**src/rtl/memoria_dados_param.sv**
```systemverilog
// Parametrised single-port data memory: registered write-first read, range check, busy flag.
// Optional post-reset zeroing sweep is enabled by defining MEMORIA_DADOS_LIMPEZA_EN.
module memoria_dados_param #(
    parameter int LARGURA      = 8,
    parameter int PROFUNDIDADE = 8,
    parameter int LARGURA_END  = $clog2(PROFUNDIDADE)
) (
    input  logic                   clk,
    input  logic                   reset,
    input  logic [LARGURA_END-1:0] endereco,
    input  logic [LARGURA-1:0]     valor_escrita,
    input  logic                   leitura,
    input  logic                   escrita,
    output logic [LARGURA-1:0]     valor_saida,
    output logic                   saida_valida,
    output logic                   ocupado,
    output logic                   erro_endereco
);

    typedef enum logic {
        LIMPANDO,
        PRONTO
    } estado_t;

    localparam logic [LARGURA_END:0] PROF_EXT = (LARGURA_END+1)'(PROFUNDIDADE);

    estado_t                estado_q;
    logic [LARGURA-1:0]     mem [PROFUNDIDADE];
    logic [LARGURA-1:0]     valor_q;
    logic                   valida_q;
    logic                   ocupado_q;
    logic                   erro_q;

    logic                   aceito;
    logic                   noIntervalo;
    logic [LARGURA_END-1:0] idxLeitura;
    logic                   memWe_d;
    logic [LARGURA_END-1:0] memEnd_d;
    logic [LARGURA-1:0]     memDado_d;

`ifdef MEMORIA_DADOS_LIMPEZA_EN
    localparam logic [LARGURA_END-1:0] CONT_MAX = LARGURA_END'(PROFUNDIDADE-1);
    logic [LARGURA_END-1:0] cont_q;
`endif

    // The clamped read index keeps the array lookup in bounds for non-power-of-two depths.
    always_comb begin
        aceito      = reset && (estado_q == PRONTO);
        noIntervalo = ({1'b0, endereco} < PROF_EXT);
        idxLeitura  = noIntervalo ? endereco : '0;
        memWe_d     = aceito && escrita && noIntervalo;
        memEnd_d    = endereco;
        memDado_d   = valor_escrita;
`ifdef MEMORIA_DADOS_LIMPEZA_EN
        if (reset && (estado_q == LIMPANDO)) begin
            memWe_d   = 1'b1;
            memEnd_d  = cont_q;
            memDado_d = '0;
        end
`endif
    end

    always_ff @(posedge clk) begin
        if (memWe_d) begin
            mem[memEnd_d] <= memDado_d;
        end
    end

    always_ff @(posedge clk) begin
        if (!reset) begin
            estado_q  <= LIMPANDO;
            valor_q   <= '0;
            valida_q  <= 1'b0;
            erro_q    <= 1'b0;
            ocupado_q <= 1'b1;
`ifdef MEMORIA_DADOS_LIMPEZA_EN
            cont_q    <= '0;
`endif
        end else begin
            case (estado_q)
                LIMPANDO: begin
                    valida_q <= 1'b0;
                    erro_q   <= 1'b0;
`ifdef MEMORIA_DADOS_LIMPEZA_EN
                    if (cont_q == CONT_MAX) begin
                        estado_q  <= PRONTO;
                        ocupado_q <= 1'b0;
                    end else begin
                        cont_q <= cont_q + 1'b1;
                    end
`else
                    estado_q  <= PRONTO;
                    ocupado_q <= 1'b0;
`endif
                end
                PRONTO: begin
                    // Single address port, so a simultaneous write always targets the read word.
                    if (leitura) begin
                        if (!noIntervalo) begin
                            valor_q <= '0;
                        end else if (escrita) begin
                            valor_q <= valor_escrita;
                        end else begin
                            valor_q <= mem[idxLeitura];
                        end
                    end
                    valida_q  <= leitura;
                    erro_q    <= (leitura || escrita) && !noIntervalo;
                    ocupado_q <= 1'b0;
                end
                default: begin
                    estado_q  <= LIMPANDO;
                    ocupado_q <= 1'b1;
                end
            endcase
        end
    end

    assign valor_saida   = valor_q;
    assign saida_valida  = valida_q;
    assign ocupado       = ocupado_q;
    assign erro_endereco = erro_q;

endmodule

```
**config.mk**
```make
export PLATFORM = sky130hd
export DESIGN_NAME = memoria_dados_param
export DESIGN_NICKNAME = d
export VERILOG_FILES = /design/src/rtl/memoria_dados_param.sv
export SDC_FILE = /design/constraint.sdc
export NUM_CORES = 1
export LEC_CHECK = 0
export ABC_AREA = 1
export BUFFER_PORTS_ARGS = -buffer_cell sky130_fd_sc_hd__buf_2
export CAP_MARGIN = 20
export CORE_UTILIZATION = 60
export CTS_CLUSTER_SIZE = 16
export DETAILED_ROUTE_END_ITERATION = 8
export PLACE_DENSITY = 0.8
export RECOVER_POWER = 100
export REMOVE_ABC_BUFFERS = 1
export SETUP_SLACK_MARGIN = 0.2
export SLEW_MARGIN = 0
export SYNTH_ARGS = -nofsm -noshare
export SYNTH_HDL_FRONTEND = slang
export SYNTH_SLANG_ARGS = --single-unit
```
**constraint.sdc**
```tcl
create_clock -name clk -period 3.4 [get_ports clk]
set_clock_uncertainty 0.1 [all_clocks]
set_input_delay 0.68 -clock clk [delete_from_list [all_inputs] [get_ports clk]]
set_output_delay 0.68 -clock clk [all_outputs]
set_load 0.05 [all_outputs]
```
* Word-level counts from Yosys, hierarchy flattened
Memory sizes are Yosys's and may differ from the RTL's. A register that Yosys moved wholly into a read port is not among the register bits.
Index checks and enable logic that the tools add are counted.
** Storage, ports and cells
- Register bits after elaboration :: 3
- RAM bits :: 64
- Input port bits :: 15
- Output and inout bits :: 11
- Word-level logic and storage cells :: 14
- Memories :: 1
** Memories
- mem :: depth 8, width 8, rd ports 1, clocked after Yosys merged registers in 1, write ports 1, line 28 : logic [LARGURA-1:0] mem [PROFUNDIDADE];
** Cells by class
- Muxes and demuxes :: 5
- Bitwise gates (word level) :: 1
- Reductions and logical operators :: 4
** Operators by type and width (count)
- $mux 1 :: 4
- $logic_and 1x1->1 :: 2
- $pmux 1 s2 :: 1
- $reduce_and 2->1 :: 1
- $logic_not 1->1 :: 1
- $not 1->1 :: 1

* Depth between registers and ports, before layout
- Depth after elaboration :: 4
- Mapped depth :: 8
- Depth with buffers taken out :: 6

* Least setup slack after synthesis
Ideal clock, no wire load.
- Kind :: input -> register
- Start :: input endereco[0]
- End :: memory mem[6][0], enable pin
- Arrival :: 1.511 ns
- Data required time :: 2.930 ns
- Setup slack :: 1.419 ns
- Stages :: 5
- Path buffers :: 2
- Cell sequence :: buf_6 > inv_4 > buf_2 > nand2_1 > nor2_1
** RTL lines
- from (decl) :: line 10 : input logic [LARGURA_END-1:0] endereco,
- to (decl) :: line 28
No word-level cell before the write port.

* Worst setup path in the final report
- Start :: input endereco[0]
- End :: memory mem[3][4], enable pin
No word-level cell before the write port.

==> impl_results.md <==
* Worst endpoint required time at 3.28 ns
* Drt wl/cell at 15.4 um
* Largest net degree at the start of global routing at 43
* Detailed Place HPWL at 4230 um
* CTS tree: yes
* TNS Setup at 0 ns
* CTS Buf Count at 9
* First-pass GRT wire length at 9650 um
* Clk_lat worst skew at 0.34 ns
* Simple-gate share of the synthesized area at 0.191
* CTS Hold Buffers Added at 0
* Yosys cell types at 25
* Post-Syn Area at 0.00322 sq mm
* CP Max Fanout at 42
* Combinational family with the most area after synthesis: simple AND/OR/NAND/NOR gates
* Slowest CP cell: buf_2
* Die W at 75.3 um
* Synth top area share at 0.596
* Yosys top cell by area: edfxtp_1
* Max Root-Sink Buffers at 2
* Synth Instances at 312
* Post-Synth Adder-Cell Area at 0
* Highest clock rate at 0.460 GHz
* Leakage power at 0.00149 uW
* Synth Warn # at 0
* Slew at the pin with the worst max-slew slack at 0.698 ns
* Die Area at 0.00567 sq mm
* Core area at 0.00514 sq mm
* Via count at 2099
* Area contributors post-synth: edfxtp_1, nand2_1, inv_1
* FF/Latch Area at 0.00214 sq mm
* GRT Overall Usage at 0.253
* Post-CTS Resized at 0
* Placed Instances at 398
* Final Total Pwr at 1780 uW
* Clk pwr share at 0.354
* Status: finished clean
* IO Pins at 26
* Non-Filler Instances at 414
* Initial antenna violation count at 0
* VDD IR-drop max at 0.000346 V
* Vias in the first global route at 1954
* Worst hold path type: register to register
* Die outline height at 75.3 um
* Global placement routability congestion at 0.849
* Comb power frac at 0.075
* Sw frac at 0.225
* Switching Power at 399 uW
* Setup CP Type: input port to register
* Maxcap violations at 0
* Crit share post-route at 0.640
* Slew Viols, Final at 0
* Synth Area in Compound Gates at 0.0450
* Share of cells above drive strength 1 at 0.0756
* Gr ovfl total at 0
* Starting Density at 0.627
* Post-synthesis mux area share at 0
* Residual DRC at 0
* Area Overhead vs Synth at 9.01%
* # fillers at 419
* Input/output buffers at 24
* CTS clk-pin slew, worst paths at 0.07 ns
* Setup bufs post-CTS at 0
* Root Driver: clkbuf_8
* Final Setup Violations at 0
* # H-tree levels at 3
* RSZ-0062 raised after global routing: false
* Syn_area_per_cell at 10.3 sq um
* Sequential-to-total area share from yosys stat at 0.665
* Post-synthesis xor/xnor area fraction at 0
* Sequential Power Share at 0.571
* Remaining antenna violation count at 0
* Yosys reg bits at 75
* NumNets Final at 354
* # diodes at 0
* Final Hold Viols at 0
* CP Launch Type: input port
* WP data arrival at 2.06 ns
* Cell Int Power at 1380 uW
* CP cell instances: buf_2 > nand2_1 > nor2_1
* Routed wire length at 6370 um
* Area of the multi-input gates at 758 sq um
* Slew headroom at 0.535
* Post-layout min period at 2.17 ns
* Rows at 26
* PwrDens at 505 mW/mm^2
* Clock sinks at 75
* Number of DRC markers in iteration 0 at 258
* Iteration count of the initial detailed-routing pass at 4
* Worst Setup End Kind: register
* Vias per cell at 5.07
* Slowest stage delay, CP at 0.54 ns
-- synthesized netlist by cell type, drive strengths merged --
cell type	number
nand2	77
edfxtp	64
inv	64
nand3	40
nor2	13
dfxtp	11
o21ai	9
a21oi	8
o21bai	8
buf	7
or2	7
clkinv	2
clkbuf	1
conb	1
-- cells by family after synthesis --
| logic type | count (synthesis) |
|---|---|
| other cells | 1 |
| simple gates | 137 |
| flops | 75 |
| buf+inv | 74 |
| compound gates | 25 |
-- final cells by class --
| class | instances | share of cell area |
|---|---|---|
| clock buffers | 13 | 0.0395 |
| clock inverters | 3 | 0.0110 |
| inverters | 66 | 0.0716 |
| multi-input cells | 163 | 0.216 |
| flip-flops and latches | 75 | 0.610 |
| well taps | 70 | 0.0249 |
| repair buffers | 24 | 0.0274 |
-- per-layer routing --
layer  vias to the layer above  part of all wire  track usage  wire length, um
met5                         -                 0            0                0
met2                        65              0.46        0.377             2900
met4                         0             0.022        0.113              142
li1                       1049                 -            -                -
met1                       973              0.44        0.349             2780
met3                        12             0.086       0.0754              546
-- flip-flops by register name (all words and copies together) (netlist names) --
| signal | count |
|---|---|
| mem | 64 |
| valor_saida | 8 |
| estado_q | 1 |
| ocupado | 1 |
| saida_valida | 1 |
-- placed cells by master (no fill, tap or decap), drive strengths merged, types with 7 or more instances in the layout --
master / instances
o21ai: 9
nand2: 77
a21oi: 8
clkbuf: 32
inv: 64
edfxtp: 64
dfxtp: 11
o21bai: 8
nor2: 13
nand3: 40
or2: 7
-- through the flow --
stage / worst slack, ns / instance area [sq um] / utilization / hold slack [ns]
after floorplan: 1.54 / 3160 / - / 0.429
after global placement: 0.878 / 3360 / 0.655 / 0.352
after detailed placement: 0.851 / 3360 / 0.655 / 0.357
after CTS: 1.23 / 3540 / 0.689 / 0.368
after global routing: 1.05 / 3510 / 0.684 / 0.395
final: 1.23 / 3510 / 0.684 / 0.369
-- final timing paths --
path | from | to | slack (ns) | cells past startpoint
min reg2reg | valor_saida[0]$_SDFFE_PN0P_ | valor_saida[0]$_SDFFE_PN0P_ | 0.37 | 2
max reg2reg | estado_q$_DFF_P_ | mem[3][4]$_DFFE_PP_ | 1.59 | 4
max | endereco[0] | mem[3][4]$_DFFE_PP_ | 1.23 | 3
min | valor_saida[0]$_SDFFE_PN0P_ | valor_saida[0]$_SDFFE_PN0P_ | 0.37 | 2
-- critical path: cells and delay by family --
kind	cells	cell delay, ns
and+or+nand+nor	2	0.82
buffers and inverters	1	0.54
-- power by group through the flow --
stage	clock network [uW]	logic (uW)	registers, uW
2_1_floorplan	0	56.3	1060
3_3_place_gp	0	134	1030
3_5_place_dp	0	135	1030
4_1_cts	634	136	1010
5_1_grt	665	146	1010
6_report	629	133	1010
Power figures use the tool's default switching activity.
